$ cat src/rtl/pipe_stage_reg.sv
// Generic inter-stage pipeline register with a valid/ready handshake, flush and bubble insertion.
// SKID=1 adds a second entry so that in_ready comes straight from a flop.
module pipe_stage_reg #(
  parameter int unsigned      WIDTH  = 32,
  parameter logic [WIDTH-1:0] BUBBLE = '0,
  parameter bit               SKID   = 1'b0,
  parameter int unsigned      CNT_W  = 16
) (
  input  logic             cpu_clk_50M,
  input  logic             cpu_rst_n,
  input  logic             in_valid,
  output logic             in_ready,
  input  logic [WIDTH-1:0] in_data,
  output logic             out_valid,
  input  logic             out_ready,
  output logic [WIDTH-1:0] out_data,
  input  logic             flush,
  input  logic             cnt_clr,
  output logic [CNT_W-1:0] bubble_cnt
);

  typedef enum logic [1:0] {StEmpty, StFull, StSkid} state_e;

  logic [CNT_W-1:0] cnt_q, cnt_d;

  always_comb begin
    cnt_d = cnt_q;
    if (cnt_clr) begin
      cnt_d = '0;
    end else if (out_ready && !out_valid && (cnt_q != {CNT_W{1'b1}})) begin
      cnt_d = cnt_q + CNT_W'(1);
    end
  end

  always_ff @(posedge cpu_clk_50M or negedge cpu_rst_n) begin
    if (!cpu_rst_n) begin
      cnt_q <= '0;
    end else begin
      cnt_q <= cnt_d;
    end
  end

  assign bubble_cnt = cnt_q;

  if (SKID == 1'b0) begin : g_single
    logic             valid_q, valid_d;
    logic [WIDTH-1:0] data_q, data_d;

    assign in_ready = !valid_q || out_ready;

    always_comb begin
      valid_d = valid_q;
      data_d  = data_q;
      if (flush) begin
        valid_d = 1'b0;
        data_d  = BUBBLE;
      end else if (in_ready) begin
        valid_d = in_valid;
        data_d  = in_valid ? in_data : BUBBLE;
      end
    end

    always_ff @(posedge cpu_clk_50M or negedge cpu_rst_n) begin
      if (!cpu_rst_n) begin
        valid_q <= 1'b0;
        data_q  <= BUBBLE;
      end else begin
        valid_q <= valid_d;
        data_q  <= data_d;
      end
    end

    assign out_valid = valid_q;
    assign out_data  = data_q;

  end else begin : g_skid
    state_e           state_q, state_d;
    logic [WIDTH-1:0] main_q, main_d;
    logic [WIDTH-1:0] skid_q, skid_d;
    logic             rdy_q;

    // State register; in_ready is registered from the next state.
    always_ff @(posedge cpu_clk_50M or negedge cpu_rst_n) begin
      if (!cpu_rst_n) begin
        state_q <= StEmpty;
        main_q  <= BUBBLE;
        skid_q  <= BUBBLE;
        rdy_q   <= 1'b1;
      end else begin
        state_q <= state_d;
        main_q  <= main_d;
        skid_q  <= skid_d;
        rdy_q   <= (state_d != StSkid);
      end
    end

    always_comb begin
      state_d = state_q;
      main_d  = main_q;
      skid_d  = skid_q;
      unique case (state_q)
        StEmpty: begin
          if (in_valid) begin
            state_d = StFull;
            main_d  = in_data;
          end
        end
        StFull: begin
          if (out_ready) begin
            state_d = in_valid ? StFull : StEmpty;
            main_d  = in_valid ? in_data : BUBBLE;
          end else if (in_valid) begin
            state_d = StSkid;
            skid_d  = in_data;
          end
        end
        StSkid: begin
          if (out_ready) begin
            state_d = StFull;
            main_d  = skid_q;
            skid_d  = BUBBLE;
          end
        end
        default: begin
          state_d = StEmpty;
          main_d  = BUBBLE;
          skid_d  = BUBBLE;
        end
      endcase
      if (flush) begin
        state_d = StEmpty;
        main_d  = BUBBLE;
        skid_d  = BUBBLE;
      end
    end

    // main_q is forced to BUBBLE whenever the stage empties, so out_data needs no mux.
    always_comb begin
      out_valid = (state_q != StEmpty);
      out_data  = main_q;
      in_ready  = rdy_q;
    end
  end

endmodule

$ cat config.mk
export PLATFORM = sky130hd
export DESIGN_NAME = pipe_stage_reg
export DESIGN_NICKNAME = d
export VERILOG_FILES = /design/src/rtl/pipe_stage_reg.sv
export SDC_FILE = /design/constraint.sdc
export NUM_CORES = 1
export LEC_CHECK = 0
export ABC_AREA = 1
export BUFFER_PORTS_ARGS = -buffer_cell sky130_fd_sc_hd__buf_2
export CORE_ASPECT_RATIO = 1.1
export CORE_MARGIN = 2
export CORE_UTILIZATION = 49
export DETAILED_ROUTE_END_ITERATION = 10
export GPL_ROUTABILITY_DRIVEN = 1
export GPL_TIMING_DRIVEN = 0
export PLACE_DENSITY_LB_ADDON = 0.3
export SLEW_MARGIN = 30
export SYNTH_ARGS = -nofsm -noshare
export SYNTH_HDL_FRONTEND = slang
export SYNTH_SLANG_ARGS = --single-unit
export TNS_END_PERCENT = 20
$ cat constraint.sdc
create_clock -name cpu_clk_50M -period 1.65 [get_ports cpu_clk_50M]
set_input_delay 0.0825 -clock cpu_clk_50M [delete_from_list [all_inputs] [get_ports cpu_clk_50M]]
set_output_delay 0.0825 -clock cpu_clk_50M [all_outputs]
set_load 0.05 [all_outputs]
==> reports/qor.yml, run 1 <==
worst_setup_path:
  max_stage_delay_ns: 0.45
  crit_type: "flop to flop"
  critical_path.top_delay_family: "simple AND/OR/NAND/NOR gates"
  worst_setup_path_start_kind: "flop"
  timing.critical_path.fanout_max: 10
  arrival_ns: 1.79
  cpMaxStageDelayCell: "dfrtp_2"
  timing.critical_path.buf_inv: 1
  worstPathRequired_ns: 1.90
  worstPathCellList: "ha_4 > nand2_2 > nor2_4 > nand2_2 > nor2_4 > nor2_2 > buf_4 > nand4_1 > nand2_1"
  end_kind: "flop"
synth:
  yosysWarnings: 0
  synthCells: 295
  ys_seq_elements: 49
  netlist-cell-type-count: 23
  mappedNetlistArea_sq_um: 2360
  post_synth.cell_area_avg_sq_um: 8.00
  number_of_enable_flip_flop_cells_after_synthesis: 0
  ys_seq_area_share_pct: 52.0
  synth_area_leader_cell: "dfrtp_1"
  yosysTopAreaCellShare_pct: 52.0
  synthTopCellsByArea: "dfrtp_1 (52%), inv_1 (13%), nand2_1 (9.7%)"
  postSynthNetCount: 334
  asyncSetResetFlopFracSynth_pct: 100
  synthFlopType: "dfrtp_1"
cts:
  cts_buffers: 5
  cts_num_sinks: 49
  path_clk_slew_ns: 0.09
  max-clock-path-buffers: 2
  tritoncts: "done"
  cts.root.buffer_cell: "clkbuf_8"
  clkLatencyLatePin_ns: 0.31
  cts_max_level: 2
pwr:
  power.static_leakage_nw: 1.70
  power.ir.vdd_worst_v: 0.000559
  power.internal_mw: 1.67
  share_comb_of_total_power_pct: 17.6
  switching_power_mw: 0.742
  clock_power_share_pct: 29.8
  power.sequential.fraction_pct: 52.7
  power-per-cell-area_nw_per_um2: 781
  power.switching_fraction_pct: 30.8
  post-layout-total-power_mw: 2.41
place:
  place_worst_setup_slack_ns: 0.0427
  dpl.hpwl_um: 3880
  placement.cell_area_sq_um: 2900
  placed_cells: 438
  routabilityCongestion: 0.865
  port_buf_inserts: 87
global_routing:
  grt.total_usage_pct: 20.8
  grt_antenna_before_repair: 0
  use_met2_pct: 34.0
  groute.layer.met1.usage_pct: 26.1
  grt_max_degree: 50
  grt_remaining_overflow: 0
  gr-max-usage-layer: "met2"
  vias_in_the_first_global_route: 1979
  grt_pass1_wl_um: 8980
  use_met3_pct: 6.70
route:
  drt_iter0_drc: 155
  total_length_of_routed_wires_um: 5570
  drt_pass1_iterations: 6
  drtAntennaViolNets: 0
  vias_per_cell: 4.80
  num_vias: 2189
  per_cell_routed_wire_length_um: 12.2
  remaining_drc_errors: 0
timing:
  period_needed_ns: 1.55
  min_period_over_period_pct: 93.9
  worst_clock_skew_ns: 0.00865
  worst-slew-pin-transition_ns: 0.614
  setup_viol_count_final: 0
  timing.slew.headroom_pct: 59.0
  rsz0062_at_grt: "yes"
  hold_ws_ns: 0.00212
  timing_max_transition_violations_final: 0
  timing_hold_violations_final: 0
  timing.setup.tns_ns: 0
  top_achievable_clock_speed_mhz: 646
  postLayoutSetupSlackWorst_ns: 0.101
run:
  drv.max_cap_violation_count: 0
layout:
  layout.cells.most_common: "buf_2"
  antenna_diode_count: 0
  end_of_flow_core_utilization_pct: 66.4
  layout.cells.most_common_list: "buf_2 (86), inv_1 (79), nand2_1 (59)"
  syn2layout_area_growth_pct: 30.8
  finalInstanceArea_sq_um: 3090
  finish.cell_count_without_fillers: 456
  drive_gt1_share_pct: 31.3
  final_net_count: 438
min_path:
  min-delay-path-class: "input pin to flop"
die:
  core-area_sq_um: 4650
  floorplan_die_height_um: 76.8
  initial_utilization_pct: 50.7
  chipWidth_um: 70.2
  pin_count: 88
  dieArea_sq_um: 5390
  floorplan.rows: 26
outcome:
  outcome: "complete, no violations"
## synthesized netlist by cell type (3+ instances only)
master    number
inv_1         79
nand2_1       61
dfrtp_1       49
o22ai_1       32
nand3_1       18
nor2_1        17
nand4_1       10
clkbuf_1       6
a21oi_1        4
nor2_4         4
xor2_1         3
## final timing paths
kind,from,endpoint,slack [ns],cells past startpoint
hold reg to reg,out_data[18],out_data[18],0.54,2
setup / recovery,bubble_cnt[0],bubble_cnt[2],0.10,9
setup reg to reg,bubble_cnt[0],bubble_cnt[2],0.10,9
hold / removal,in_data[18],out_data[18],0.002,3
max in group asynchronous,cpu_rst_n,bubble_cnt[10],0.88,2
min in group asynchronous,cpu_rst_n,bubble_cnt[12],0.32,2
## state kept, by name, indices dropped and copies added, names as in the netlist
name,count
out_data,32
out_valid,1
bubble_cnt,16
## layout make-up
cell class / count / area, sq um
fill: 433 / 1570
clock inverter: 2 / 13.8
inverter: 80 / 300
buffer: 9 / 45.0
clock buffer: 6 / 72.6
sequential: 49 / 1240
timing repair buffer: 97 / 531
multi-input combinational: 157 / 811
tap: 56 / 70.1
## logic make-up (layout without fill, tap and decap cells)
| logic type | after synthesis | in the layout | synth area share [%] |
|---|---|---|---|
| xor gates and xnor gates | 3 | 3 | 1.11 |
| DFF | 49 | 49 | 52.0 |
| and+or+nand+nor | 115 | 115 | 22.1 |
| AOI/OAI and AO/OA | 38 | 38 | 9.76 |
| adders and majority gates | 1 | 1 | 0.530 |
| buffers and inverters | 89 | 194 | 14.5 |
## per-layer routing
| metal | part of all wire [%] | vias up |
|---|---|---|
| li1 | - | 1120 |
| met1 | 43 | 992 |
| met2 | 49 | 68 |
| met3 | 6.1 | 9 |
| met4 | 1.7 | 0 |
| met5 | 0 | - |
## power by group through the flow
stage	Combinational (mW)	Sequential (mW)	Clock, mW
2_1_floorplan	0.112	1.44	0
3_3_place_gp	0.397	1.29	0
3_5_place_dp	0.404	1.29	0
4_1_cts	0.412	1.27	0.734
5_1_grt	0.457	1.28	0.796
6_report	0.424	1.27	0.718
## worst register-to-register path, cell delays in order, from the launching register on
cell     delay (ns)
dfrtp_2        0.45
ha_4           0.18
nand2_2        0.09
nor2_4         0.06
nand2_2        0.10
nor2_4         0.05
nor2_2         0.17
buf_4          0.22
nand4_1        0.10
nand2_1        0.09
## repair_timing
action	in CTS	in global routing
hold buffers	4	3
setup endpoints to repair	0	13
gates resized for setup	0	3
buffers inserted	0	3
endpoints found under the hold margin	52	3
(Power assumes the default switching activity.)
==> run 2: changes to the inputs <==
--- a/config.mk
+++ b/config.mk
@@ -13,6 +13,7 @@
 export DETAILED_ROUTE_END_ITERATION = 10
 export GPL_ROUTABILITY_DRIVEN = 1
 export GPL_TIMING_DRIVEN = 0
+export HOLD_SLACK_MARGIN = 0.03
 export PLACE_DENSITY_LB_ADDON = 0.3
 export SLEW_MARGIN = 30
 export SYNTH_ARGS = -nofsm -noshare
==> reports/qor.yml, run 2 (synthesis gave the netlist of run 1 again) <==
timing:
  worst-slew-pin-transition_ns: 0.610
  top_achievable_clock_speed_mhz: 643
  timing_hold_violations_final: 0
  postLayoutSetupSlackWorst_ns: 0.0947
  worst_clock_skew_ns: 0.00501
  timing.setup.tns_ns: 0
  timing.slew.headroom_pct: 59.3
  timing_max_transition_violations_final: 0
  min_period_over_period_pct: 94.3
  period_needed_ns: 1.56
  rsz0062_at_grt: "yes"
  setup_viol_count_final: 0
layout:
  layout.cells.most_common_list: "buf_2 (86), inv_1 (79), nand2_1 (59)"
  end_of_flow_core_utilization_pct: 72.0
  syn2layout_area_growth_pct: 42.0
  antenna_diode_count: 0
  drive_gt1_share_pct: 29.3
  layout.cells.most_common: "buf_2"
  largest_register_ffs: 32
  final_net_count: 464
cts:
  path_clk_slew_ns: 0.09
  cts.root.buffer_cell: "clkbuf_8"
  tritoncts: "done"
  cts_buffers: 5
  cts_max_level: 2
  max-clock-path-buffers: 2
  cts_num_sinks: 49
  clkLatencyLatePin_ns: 0.31
worst_setup_path:
  end_kind: "flop"
  worstPathRequired_ns: 1.90
  cpMaxStageDelayCell: "dfrtp_2"
  timing.critical_path.fanout_max: 10
  worstPathCellList: "ha_4 > nand2_2 > nor2_4 > nand2_2 > nor2_4 > nor2_2 > nor2_4 > buf_6 > nand2_1 > nand2_1"
  max_stage_delay_ns: 0.42
  worst_setup_path_start_kind: "flop"
  crit_top_cell: "nor2_4"
  arrival_ns: 1.80
  crit_type: "flop to flop"
route:
  total_length_of_routed_wires_um: 6280
  drt_iter0_drc: 133
  vias_per_cell: 4.81
  remaining_drc_errors: 0
  drtAntennaViolNets: 0
  drt_pass1_iterations: 4
  num_vias: 2320
  per_cell_routed_wire_length_um: 13.0
pwr:
  power.ir.vdd_worst_v: 0.000581
  power-per-cell-area_nw_per_um2: 739
  post-layout-total-power_mw: 2.48
  power.static_leakage_nw: 1.81
die:
  core-area_sq_um: 4650
  chipWidth_um: 70.2
  floorplan.rows: 26
  initial_utilization_pct: 50.7
  pin_count: 88
  dieArea_sq_um: 5390
  floorplan_die_height_um: 76.8
global_routing:
  grt_max_degree: 50
  gr-max-usage-layer: "met2"
  grt_pass1_wl_um: 10400
  grt_remaining_overflow: 0
  grt.total_usage_pct: 24.3
  use_met3_pct: 7.23
  grt_antenna_before_repair: 0
  groute.layer.met1.usage_pct: 27.9
  use_met2_pct: 42.2
  vias_in_the_first_global_route: 2307
place:
  place_worst_setup_slack_ns: 0.0427
  dpl.hpwl_um: 3880
  routabilityCongestion: 0.865
  port_buf_inserts: 87
min_path:
  min-delay-path-class: "input pin to flop"
outcome:
  outcome: "complete, no violations"
run:
  drv.max_cap_violation_count: 0
[run 2: cell types whose count changed in the layout (fill, tap and decap cells not counted)]
cell	before	now
buf_4	5	4
buf_6	1	2
dlygate4sd3_1	7	33
[run 2: through the flow]
stage | cells | cell area, sq um | hold WS, ns
finish | 482 | 3350 | 0.110
detailed placement | 438 | 2900 | 0.145
global placement | 438 | 2900 | 0.327
global route | 482 | 3350 | 0.118
floorplan | 295 | 2390 | -0.213
CTS | 479 | 3320 | 0.115
[run 2: cell type report]
| class | count | area, sq um |
|---|---|---|
| plain buffers | 9 | 48.8 |
| fillers | 379 | 1300 |
| flip-flops and latches | 49 | 1240 |
| repair buffers | 123 | 791 |
| well taps | 56 | 70.1 |
| multi-input cells | 157 | 811 |
| inverters | 80 | 300 |
| clock buffers | 6 | 72.6 |
| clock inverters | 2 | 13.8 |
[run 2: layer usage]
metal / routed length, um / up-vias
met5: 0 / -
met4: 125 / 0
met3: 377 / 12
met2: 3290 / 77
met1: 2480 / 1058
li1: - / 1173
[run 2: critical path, delay by kind of cell (launching register included)]
family | cells | cell delay, ns
fa+ha+maj | 1 | 0.15
simple gates | 8 | 0.76
buf+inv | 1 | 0.15
flops | 1 | 0.42
[run 2: worst paths after layout]
path	endpoint	startpoint	cells past startpoint	slack, ns
min reg2reg	out_data[13]	out_data[13]	2	0.54
min in group asynchronous	bubble_cnt[14]	cpu_rst_n	2	0.32
max	bubble_cnt[3]	bubble_cnt[1]	10	0.09
max in group asynchronous	bubble_cnt[8]	cpu_rst_n	2	0.88
min	bubble_cnt[4]	cnt_clr	4	0.11
max reg2reg	bubble_cnt[3]	bubble_cnt[1]	10	0.09
[run 2: repair_timing]
| action | in CTS | in global routing |
|---|---|---|
| endpoints found under the hold margin | 81 | 0 |
| hold buffers | 33 | 0 |
| endpoints found under the setup margin | 0 | 13 |
| buffers inserted | 0 | 3 |
| resized for setup | 0 | 4 |
[run 2: power breakdown]
part           switching [mW]  internal, mW
logic                   0.313         0.166
clock network           0.423         0.303
registers              0.0287          1.24
